File: config.mk
export PLATFORM = sky130hd
export DESIGN_NAME = alu1_arbiter
export DESIGN_NICKNAME = d
export VERILOG_FILES = /design/src/rtl/alu1_arbiter.sv
export SDC_FILE = /design/constraint.sdc
export NUM_CORES = 1
export LEC_CHECK = 0
export CAP_MARGIN = 20
export CORE_AREA = 2 2 311 313
export DETAILED_ROUTE_END_ITERATION = 6
export DIE_AREA = 0 0 313 315
export GPL_TIMING_DRIVEN = 0
export PLACE_DENSITY = 0.39
export SLEW_MARGIN = 20
export SYNTH_ARGS = -nofsm -noshare
export SYNTH_HDL_FRONTEND = slang
export SYNTH_SLANG_ARGS = --single-unit
File: constraint.sdc
create_clock -name clk -period 3.3 [get_ports clk]
set_input_delay 0.66 -clock clk [delete_from_list [all_inputs] [get_ports clk]]
set_output_delay 0.66 -clock clk [all_outputs]
set_load 0.02 [all_outputs]
File: src/rtl/alu1_arbiter.sv
// Round-robin arbiter sharing one pipelined ALU1 between several requesters.
// Tracks the owner of every in-flight op and supports a flush/drain handshake.

package alu1_pkg;
    localparam int unsigned ALU1_CMD_WIDTH   = 4;
    localparam int unsigned ALU1_NR_COMMANDS = 8;

    localparam logic [ALU1_CMD_WIDTH-1:0] ALU1_ADD  = 4'd0;
    localparam logic [ALU1_CMD_WIDTH-1:0] ALU1_SUB  = 4'd1;
    localparam logic [ALU1_CMD_WIDTH-1:0] ALU1_AND  = 4'd2;
    localparam logic [ALU1_CMD_WIDTH-1:0] ALU1_OR   = 4'd3;
    localparam logic [ALU1_CMD_WIDTH-1:0] ALU1_XOR  = 4'd4;
    localparam logic [ALU1_CMD_WIDTH-1:0] ALU1_SLL  = 4'd5;
    localparam logic [ALU1_CMD_WIDTH-1:0] ALU1_SRL  = 4'd6;
    localparam logic [ALU1_CMD_WIDTH-1:0] ALU1_SLTU = 4'd7;
endpackage

module alu1_arbiter #(
    parameter int unsigned WIDTH       = 64,
    parameter int unsigned NR_REQ      = 4,
    parameter int unsigned ALU_LATENCY = 1,
    parameter int unsigned CMD_WIDTH   = alu1_pkg::ALU1_CMD_WIDTH
) (
    input  logic                        clk,
    input  logic                        rst_n,
    input  logic [NR_REQ-1:0]           req_valid,
    output logic [NR_REQ-1:0]           req_ready,
    input  logic [NR_REQ*CMD_WIDTH-1:0] req_cmd,
    input  logic [NR_REQ*WIDTH-1:0]     req_in1,
    input  logic [NR_REQ*WIDTH-1:0]     req_in2,
    output logic [NR_REQ-1:0]           rsp_valid,
    output logic [WIDTH-1:0]            rsp_result,
    output logic                        alu_valid,
    output logic [CMD_WIDTH-1:0]        alu_cmd,
    output logic [WIDTH-1:0]            alu_in1,
    output logic [WIDTH-1:0]            alu_in2,
    input  logic [WIDTH-1:0]            alu_result,
    input  logic                        flush_req,
    output logic                        flush_done,
    output logic                        busy
);

    localparam int unsigned IDX_W = $clog2(NR_REQ);
    localparam int unsigned SUM_W = IDX_W + 1;
    localparam int unsigned CNT_W = $clog2(ALU_LATENCY + 3);

    typedef enum logic [1:0] {StRun, StDrain, StFlushed} state_e;

    state_e               state_q;
    logic [IDX_W-1:0]     ptr_q;
    logic [IDX_W-1:0]     grant_idx;
    logic [IDX_W-1:0]     cand;
    logic [SUM_W-1:0]     sum;
    logic                 found;
    logic                 grant_en;
    logic                 accept;
    logic [CMD_WIDTH-1:0] sel_cmd;
    logic [WIDTH-1:0]     sel_in1;
    logic [WIDTH-1:0]     sel_in2;
    logic [IDX_W-1:0]     tag_q [ALU_LATENCY+1];
    logic [ALU_LATENCY:0] tvld_q;
    logic [NR_REQ-1:0]    rsp_dec;
    logic                 rsp_any;
    logic [CNT_W-1:0]     inflight_q;
    logic [CNT_W-1:0]     inflight_d;

    // Grants are blocked during reset and from the very cycle flush_req rises.
    assign grant_en = rst_n && (state_q == StRun) && !flush_req;
    assign accept   = found && grant_en;
    assign rsp_any  = |rsp_valid;
    assign busy     = (inflight_q != '0);

    // Rotating-priority search starting at the round-robin pointer.
    always_comb begin
        found     = 1'b0;
        grant_idx = '0;
        sum       = '0;
        cand      = '0;
        req_ready = '0;
        for (int k = 0; k < NR_REQ; k++) begin
            sum = {1'b0, ptr_q} + SUM_W'(k);
            if (sum >= SUM_W'(NR_REQ)) begin
                sum = sum - SUM_W'(NR_REQ);
            end
            cand = sum[IDX_W-1:0];
            if (!found && req_valid[cand]) begin
                found     = 1'b1;
                grant_idx = cand;
            end
        end
        if (accept) begin
            req_ready[grant_idx] = 1'b1;
        end
    end

    always_comb begin
        sel_cmd = '0;
        sel_in1 = '0;
        sel_in2 = '0;
        for (int i = 0; i < NR_REQ; i++) begin
            if (grant_idx == IDX_W'(i)) begin
                sel_cmd = req_cmd[i*CMD_WIDTH +: CMD_WIDTH];
                sel_in1 = req_in1[i*WIDTH +: WIDTH];
                sel_in2 = req_in2[i*WIDTH +: WIDTH];
            end
        end
    end

    always_ff @(posedge clk) begin
        if (!rst_n) begin
            ptr_q <= '0;
        end else if (accept) begin
            ptr_q <= (grant_idx == IDX_W'(NR_REQ - 1)) ? '0 : grant_idx + IDX_W'(1);
        end
    end

    // Operand registers hold their value when nothing is issued.
    always_ff @(posedge clk) begin
        if (!rst_n) begin
            alu_valid <= 1'b0;
            alu_cmd   <= '0;
            alu_in1   <= '0;
            alu_in2   <= '0;
        end else begin
            alu_valid <= accept;
            if (accept) begin
                alu_cmd <= sel_cmd;
                alu_in1 <= sel_in1;
                alu_in2 <= sel_in2;
            end
        end
    end

    // Stage 0 loads alongside the ALU operands; the last stage lines up with alu_result.
    always_ff @(posedge clk) begin
        if (!rst_n) begin
            tvld_q <= '0;
            for (int s = 0; s <= ALU_LATENCY; s++) begin
                tag_q[s] <= '0;
            end
        end else begin
            tvld_q[0] <= accept;
            tag_q[0]  <= grant_idx;
            for (int s = 1; s <= ALU_LATENCY; s++) begin
                tvld_q[s] <= tvld_q[s-1];
                tag_q[s]  <= tag_q[s-1];
            end
        end
    end

    always_comb begin
        rsp_dec = '0;
        for (int i = 0; i < NR_REQ; i++) begin
            rsp_dec[i] = tvld_q[ALU_LATENCY] && (tag_q[ALU_LATENCY] == IDX_W'(i));
        end
    end

    always_ff @(posedge clk) begin
        if (!rst_n) begin
            rsp_valid  <= '0;
            rsp_result <= '0;
        end else begin
            rsp_valid <= rsp_dec;
            if (tvld_q[ALU_LATENCY]) begin
                rsp_result <= alu_result;
            end
        end
    end

    // Count covers the tag pipe plus the response register.
    always_comb begin
        inflight_d = inflight_q;
        if (accept && !rsp_any) begin
            inflight_d = inflight_q + CNT_W'(1);
        end else if (!accept && rsp_any) begin
            inflight_d = inflight_q - CNT_W'(1);
        end
    end

    always_ff @(posedge clk) begin
        if (!rst_n) begin
            inflight_q <= '0;
        end else begin
            inflight_q <= inflight_d;
        end
    end

    always_ff @(posedge clk) begin
        if (!rst_n) begin
            state_q    <= StRun;
            flush_done <= 1'b0;
        end else begin
            case (state_q)
                StRun: begin
                    if (flush_req) begin
                        state_q <= StDrain;
                    end
                end
                StDrain: begin
                    if (inflight_q == '0) begin
                        state_q    <= StFlushed;
                        flush_done <= 1'b1;
                    end
                end
                StFlushed: begin
                    if (!flush_req) begin
                        state_q    <= StRun;
                        flush_done <= 1'b0;
                    end
                end
                default: begin
                    state_q    <= StRun;
                    flush_done <= 1'b0;
                end
            endcase
        end
    end

endmodule

# Yosys cells after proc, flatten, opt, wreduce, memory -nomap -nowiden
# Memory sizes are Yosys's and may differ from the RTL's.
# Cells that the tools add are included.
[totals]
latch_bits = 0
n_memories = 1
register_bits = 210
elab_cells = 123
output_inout_bits = 207
inputBits = 599
rom_bits = 0
mem_bits_rw = 4
[mem_list]
columns = ["name", "words", "width", "rd", "rd_ports_with_merged_regs", "write_ports", "line", "text"]
rows = [
  ["tag_q", 2, 2, 2, 0, 2, "60", "logic [IDX_W-1:0] tag_q [ALU_LATENCY+1];"],
]
[classes]
shifts = 0
n_addsub = 10
bitwise = 3
n_mul = 0
mux = 49
n_eq_ne = 11
n_reduce_logical = 28
order_cmp = 10
div = 0
[op_table]
columns = ["operator", "count"]
rows = [
  ["2-to-1 mux 64 bit", 8],
  ["2-to-1 mux 2 bit", 16],
  ["2-to-1 mux 4 bit", 5],
  ["< comparator 2 x 3 -> 1 bit (second input constant)", 5],
  ["logical AND 1 bit", 13],
  ["2-to-1 mux 1 bit", 13],
  ["== test 2 bit (second input constant)", 5],
  ["subtractor 2 x 1 -> 2 bit (second input constant)", 5],
  [">= comparator 3 bit (second input constant)", 3],
  ["binary-select mux 1 bit (select 2 bit)", 4],
  ["logical NOT 2 bit", 4],
  ["adder 2 x 2 -> 3 bit (second input constant)", 2],
  ["== test 2 x 1 -> 1 bit (second input constant)", 3],
  ["logical NOT 1 bit", 6],
  ["inequality test 2 bit (second input constant)", 3],
  ["one-hot mux 2 bit (3 select lines)", 1],
  ["AND reduction 3 bit", 2],
  ["adder 2 x 1 -> 2 bit (second input constant)", 2],
  ["nonzero test 2 bit", 2],
  ["OR reduction 4 bit", 1],
  ["adder 2 x 1 -> 3 bit (second input constant)", 1],
  [">= comparator 2 x 3 -> 1 bit (second input constant)", 1],
  ["one-hot mux 1 bit (3 select lines)", 1],
  ["demux 1 bit (select 2 bit)", 1],
  ["3 further kinds", 4],
]

# Depth between registers and ports, before layout
# Gate-level depths: netlist of run 1.
[depth]
word_depth = 19
ltp_mapped = 13
ltp_nobuf = 9

# Worst setup path before layout of run 1
# No wires, ideal clock.
[synth_path]
path_type = "input to output"
from = "in req_valid[0]"
to = "out req_ready[3]"
required_ps = 2640
setup_slack_ps = 390
t_arrival_ps = 2250
stages = 8
n_path_buf = 2
cell_sequence = "nand2b_1 > o21ai_0 > o21ai_0 > and2_1 > ha_1 > clkbuf_1 > clkbuf_1 > and2_1"
[synth_between]
elab_chain_len = 17
word_cells_on_any_way = 29
cone_classes = "order compare (2); mux (19); reduce/logical (8)"
[synth_rtl]
columns = ["element", "line", "text"]
rows = [
  ["from (decl)", "26", "input logic [NR_REQ-1:0] req_valid,"],
  ["binary-select mux 1 bit (select 2 bit)", "86", "if (!found && req_valid[cand]) begin"],
  ["2-to-1 mux 1 bit (implied by the code)", "86", ""],
  ["2-to-1 mux 1 bit", "86", ""],
  ["logical NOT 1 bit", "86", ""],
  ["logical AND 1 bit", "86", ""],
  ["2-to-1 mux 1 bit", "86", ""],
  ["logical NOT 1 bit", "86", ""],
  ["logical AND 1 bit", "86", ""],
  ["[2 not listed]", "n/a", ""],
  ["logical AND 1 bit", "86", ""],
  ["2-to-1 mux 2 bit *", "86", ""],
  ["via grant_idx[0]", "51", "logic [IDX_W-1:0] grant_idx;"],
  ["< comparator 2 x 3 -> 1 bit (implied by the code) / >= comparator 2 x 1 -> 1 bit (equally long branches)", "92", "req_ready[grant_idx] = 1'b1;"],
  ["logical AND 1 bit (implied by the code)", "92", ""],
  ["2-to-1 mux 1 bit (implied by the code)", "92", ""],
  ["demux 1 bit (select 2 bit) *", "92", ""],
  ["2-to-1 mux 4 bit *", "91", "if (accept) begin"],
  ["to (decl)", "27", "output logic [NR_REQ-1:0] req_ready,"],
]
# Mark *: on every way through the listed nets, which the timed path passes. The rest lies on a longest branch. The select of a mux whose other input is x is not followed.

# Worst setup path after layout of run 1
[layout_path]
from = "reg ptr_q[0]"
to = "out req_ready[1]"
[layout_between]
elab_chain_len = 19
word_cells_on_any_way = 44
cone_classes = "add/sub (7); order compare (6); mux (23); reduce/logical (8)"
[layout_rtl]
columns = ["element", "line", "text"]
rows = [
  ["from (decl)", "50", "logic [IDX_W-1:0] ptr_q;"],
  ["from (signal assigned)", "113", "ptr_q <= (grant_idx == IDX_W'(NR_REQ - 1)) ? '0 : grant_idx + IDX_W'(1);"],
  ["branches (longest 13 deep; another with adder 2 x 1 -> 3 bit)", "n/a", ""],
  ["2-to-1 mux 2 bit *", "86", ""],
  ["via grant_idx[0]", "51", ""],
  ["< comparator 2 x 3 -> 1 bit (implied by the code) / >= comparator 2 x 1 -> 1 bit (equally long branches)", "92", ""],
  ["logical AND 1 bit (implied by the code)", "92", ""],
  ["2-to-1 mux 1 bit (implied by the code)", "92", ""],
  ["demux 1 bit (select 2 bit) *", "92", ""],
  ["2-to-1 mux 4 bit *", "91", ""],
]
# Mark *: on every way through the listed nets, which the timed path passes. The select of a mux whose other input is x is not followed.

==> results of run 1 <==
worst max-delay path: cells and delay by family, from the launching register on:
| kind | cells | cell delay [ps] |
|---|---|---|
| compound gates | 2 | 310 |
| buf+inv | 4 | 600 |
| simple gates | 3 | 480 |
| flops | 1 | 350 |
| fa+ha+maj | 1 | 200 |
worst max path at each step:
stage,slack [ps],end,startpoint
3_3_place_gp,-2010,alu_in2[20],req_valid[2]
2_1_floorplan,390,req_ready[3],req_valid[0]
3_5_place_dp,-1850,req_ready[1],req_valid[2]
4_1_cts,-100,req_ready[1],ptr_q[0]
6_report,60,req_ready[1],ptr_q[0]
5_1_grt,-100,req_ready[0],ptr_q[0]
per-stage QoR:
stage / hold WS [ps] / setup slack [ps] / instance area (sq um) / cells
2_1_floorplan: 412 / 390 / 12100 / 1625
3_3_place_gp: 443 / -2010 / 21700 / 3706
3_5_place_dp: 443 / -1850 / 21700 / 3706
4_1_cts: 450 / -104 / 23100 / 3770
5_1_grt: 473 / -95.6 / 23100 / 3781
6_report: 443 / 59.0 / 23100 / 3781
power by group:
group          switching, W  leakage, nW  internal, W  total (W)
Clock               0.00140        0.522      0.00212    0.00352
Combinational       0.00306         6.32      0.00220    0.00526
Sequential         0.000197         1.76      0.00291    0.00310
Total               0.00466         8.60      0.00722     0.0119
cell usage after synthesis:
master	n
and2_1	11
buf_6	17
o221ai_1	1
clkbuf_1	81
and3_1	1
xnor2_1	1
a22oi_1	132
nand3_1	1
nor3_1	5
a31oi_1	1
a21oi_2	60
nor4_4	2
nor4_1	2
ha_1	5
buf_4	2
a21boi_0	1
xor2_1	1
nor2b_1	66
mux2i_1	65
nand2b_1	1
dfxtp_1	213
nand2b_4	1
nor2_1	5
buf_2	46
a21oi_1	471
o21ai_1	17
or2_2	2
or3_1	1
buf_1	17
o21ai_0	120
inv_1	137
nand2_1	137
nor3b_1	2
area by class of cell:
class	count	area share, %
timing repair buffer	814	35.1
multi-input combinational	1112	28.3
sequential	213	18.5
tap	1276	6.91
buffer	163	4.28
clock buffer	40	3.67
inverter	137	2.23
clock inverter	16	0.926
antenna	10	0.108
placed cells by master, fill, tap and decap left out, types with 4 or more instances in the layout:
master and n:
buf_6 17, clkdlybuf4s50_1 796, clkbuf_8 9, buf_12 4
clkinv_2 8, diode_2 10, clkdlybuf4s15_2 4, mux2i_1 65
clkbuf_1 69, bufinv_16 4, nor2_1 5, nand2_1 137
buf_2 44, o21ai_1 19, a21oi_2 62, inv_1 137
and2_1 10, buf_4 10, a22oi_1 132, nor2b_1 66
buf_1 15, o21ai_0 116, dfxtp_1 211, a21oi_1 469
nor3_1 4, clkbuf_2 12, clkbuf_16 31
repair_timing:
item | in CTS | in global routing
pin swaps | 4 | 5
endpoints found under the hold margin | 0 | 0
buffers inserted | 8 | 1
resized for setup | 84 | 13
gates cloned | 0 | 0
setup endpoints to repair | 136 | 9
flip-flops by register name (all words and copies together) (netlist names):
name / cells
alu_in1: 64
tvld_q: 2
ptr_q: 2
inflight_q: 2
flush_done: 1
state_q: 2
alu_in2: 64
alu_cmd: 4
tag_q: 4
rsp_valid: 4
rsp_result: 64
routing by layer:
metal,vias to the layer above,track usage [%],share of wire (%)
met5,-,0,0.054
met1,7232,21.3,42
li1,7379,-,-
met3,97,4.96,7.5
met2,636,30.1,48
met4,8,4.92,2.5
cells by family after synthesis:
group           count (synthesis)
compound gates                803
buf+inv                       300
simple gates                  237
flops                         213
mux                            65
fa+ha+maj                       5
xor+xnor                        2
==> reports/results.ini, run 1 <==
[floorplanning]
die_w_um = 313
start_util_pct = 12.6
die_h_um = 315
ioPinCount = 806
die_area_sq_mm = 0.0986
coreArea_sq_mm = 0.0957
rows = 114

[cts]
cts_buffers = 30
insertion_delay_ps = 600
cts_hold_buf = 0
cts_sinks = 213
root_buffer = clkbuf_16
htree_levels = 1
clk_path_buf_depth = 3
clkSlewWorstSetupHoldPaths_ps = 60
cts_tree = done

[synthesis]
yosys.area.top_type = dfxtp_1
synth_area_sq_mm = 0.0121
synthXorXnorAreaFrac_pct = 0.145
synth-simple-area-share_pct = 9.62
synth_compound_area_share_pct = 38.0
synth_fa_ha_area_share_pct = 0.519
synth_top_family_by_area = compound AO/OA/AOI/OAI gates
syn_inst = 1625
avgSynthCellArea_sq_um = 7.42
postSynthNetCount = 2229
synth_cell_type_count = 33
ys_seq_area_share_pct = 35.4
ys_ff_latch = 213
yosysWarnings = 0
yosys-top-cells-area = dfxtp_1 35%, a21oi_1 20%, a22oi_1 8.2%, mux2i_1 5.4%, o21ai_0 5.0%
synth_mux_area_share_pct = 5.40
synth_top_area_share_pct = 35.4

[setup_path]
setup.worst_path.class = reg2out
startpoint_type = flip-flop
critical_path.slowest_cell = dfxtp_2
reg2reg_slack_ps = 150
reg2regPathDepth = 10
worstReg2RegStart = ptr_q[1]
required_ps = 2640
rr_endpoint = alu_in2[28]
crit_arrival_ps = 2580
endpoint_kind = output port
cp_max_fo = 10
max_stage_delay_ps = 350
cp_cell_sequence = nand2b_1, o21ai_0, o21ai_2, and2_4, ha_4, buf_12, buf_16, clkbuf_8, and2_1, buf_2

[timing]
finalSetupTns_ps = 0
hold_violations = 0
post-route-period-util_pct = 98.2
slew_headroom_pct = 31.4
tightest_slew_ps = 1030
finalCriticalPeriod_ps = 3240
fmax_mhz = 309
slew_violations = 0
rsz0062_at_grt = true
skew_ps = 16.1
final-setup-viol-count = 0

[finish]
fin_nets = 3075
post-route-util_pct = 24.1
seq_area_sq_mm = 0.00427
multiInputGateArea_sq_mm = 0.00654
area_growth_pct = 91.6
drive_gt1_share_pct = 9.14
fillers = 10734

[route]
via_per_inst = 4.06
drtAntennaViolNets = 0
totalWireLength_mm = 91.2
avgRoutedWirePerCell_um = 24.1
num_vias = 15352
dr.pass1.iters = 5
drc_errors = 0
drt-initial-drc-count = 809

[power]
ir_worst_vdd_mv = 0.369
p_total_w = 0.0119
power.density_mw_per_mm2 = 514
p_leak_nw = 8.60

[global_routing]
grt_max_degree = 17
overflow = 0
grt_first_pass_wirelength_mm = 123
track_usage_pct = 17.6
antenna_found_initial = 26
first_global_vias = 16076

[flow_run]
drv_cap = 0

[placed_design]
place_congestion = 0.839
port_buffers = 805
place.detailed.hpwl_mm = 72.7

[hold_path]
holdPathEnd = rsp_valid[2]
hold_path.class = reg2reg
holdCritStartpoint = tag_q[0][2]
holdPathStages = 1

[run_status]
run_status = completed

(Power assumes the default switching activity.)
==> inputs of run 2 (changes only) <==
SKIP_CTS_REPAIR_TIMING = 1   (was unset)
==> reports/results.ini, run 2 (synthesized netlist as in run 1, its figures left out) <==
[timing]
slew_violations = 0
slew_headroom_pct = 27.3
post-route-period-util_pct = 97.1
finalCriticalPeriod_ps = 3200
fmax_mhz = 312
skew_ps = 17.5
hold_violations = 0
tightest_slew_ps = 1090
rsz0062_at_grt = true
final-setup-viol-count = 0

[floorplanning]
start_util_pct = 12.6
die_h_um = 315
rows = 114
ioPinCount = 806
die_w_um = 313
die_area_sq_mm = 0.0986
coreArea_sq_mm = 0.0957

[cts]
insertion_delay_ps = 600
cts_tree = done
clk_path_buf_depth = 3
htree_levels = 1
cts_sinks = 213
clkSlewWorstSetupHoldPaths_ps = 60
root_buffer = clkbuf_16
cts_buffers = 30

[global_routing]
grt_first_pass_wirelength_mm = 122
first_global_vias = 16001
antenna_found_initial = 25
grt_max_degree = 17
track_usage_pct = 17.4
overflow = 0

[power]
ir_worst_vdd_mv = 0.369
power.density_mw_per_mm2 = 513
p_leak_nw = 8.64
p_total_w = 0.0119

[route]
avgRoutedWirePerCell_um = 23.9
drc_errors = 0
drt-initial-drc-count = 803
num_vias = 15313
dr.pass1.iters = 4
drtAntennaViolNets = 0
via_per_inst = 4.04
totalWireLength_mm = 90.3

[run_status]
run_status = completed

[hold_path]
hold_path.class = reg2reg
holdCritStartpoint = tag_q[0][2]

[setup_path]
startpoint_type = flip-flop
setup.worst_path.class = reg2out
required_ps = 2640
worstReg2RegStart = ptr_q[0]
endpoint_kind = output port
critPathLaunch = ptr_q[0]
crit_arrival_ps = 2540
cp_max_fo = 10

[finish]
drive_gt1_share_pct = 9.25
multiInputGateArea_sq_mm = 0.00654
mostFrequentLayoutCells = 797 x clkdlybuf4s50_1, 469 x a21oi_1, 211 x dfxtp_1
fin_nets = 3078
area_growth_pct = 91.6
top_regs = alu_in1: 64 flops, alu_in2: 64 flops, rsp_result: 64 flops
seq_area_sq_mm = 0.00427
layout_commonest_cell = clkdlybuf4s50_1
fillers = 10729
post-route-util_pct = 24.1

[placed_design]
place_congestion = 0.839
port_buffers = 805
place.detailed.hpwl_mm = 72.7

[flow_run]
drv_cap = 0

==> run 2: final timing paths <==
kind / endpoint / slack, ps / cells past startpoint
setup reg to reg: alu_in2[18] / 200 / 14
hold reg to reg: rsp_valid[2] / 440 / 1
setup / recovery: req_ready[0] / 100 / 11
hold / removal: rsp_valid[2] / 440 / 1
==> run 2: per-stage QoR <==
stage | hold WS [ps] | TNS, ps | area [sq um] | cells | setup WS [ps]
5_1_grt | 473 | -93.9 | 23100 | 3784 | -54.7
3_3_place_gp | 443 | -178050 | 21700 | 3706 | -2010
3_5_place_dp | 443 | -134200 | 21700 | 3706 | -1850
6_report | 440 | 0 | 23100 | 3786 | 96.2
2_1_floorplan | 412 | 0 | 12100 | 1625 | 390
4_1_cts | 450 | -49690 | 22800 | 3762 | -1880
==> run 2: power by group <==
| group | leakage [nW] | total [W] | internal, W | switching (W) |
|---|---|---|---|---|
| Sequential | 1.76 | 0.00310 | 0.00291 | 0.000197 |
| Clock | 0.522 | 0.00352 | 0.00212 | 0.00140 |
| Combinational | 6.36 | 0.00523 | 0.00220 | 0.00304 |
==> run 2: critical path: stages, from the launching register on <==
cell and delay (ps):
dfxtp_2 360, nand2b_4 140, o21ai_1 70, o21ai_2 200
buf_4 150, nand2_2 60, ha_2 200, buf_12 150
buf_12 140, buf_16 160, and2_1 150, buf_2 150
==> run 2: area by class of cell <==
cell class	count	area share [%]
Clock buffer	40	3.67
Antenna cell	12	0.130
Sequential cell	213	18.5
Clock inverter	16	0.926
Multi-Input combinational cell	1112	28.3
Timing Repair Buffer	818	35.3
Tap cell	1276	6.91
Buffer	162	4.07
Inverter	137	2.23
==> run 2: layer usage <==
metal / routed length [um] / global-route usage (%) / vias up
met5: 35 / 0 / -
met3: 6270 / 4.60 / 82
met4: 1900 / 4.83 / 6
li1: - / - / 7393
met1: 38700 / 21.3 / 7217
met2: 43400 / 29.8 / 615
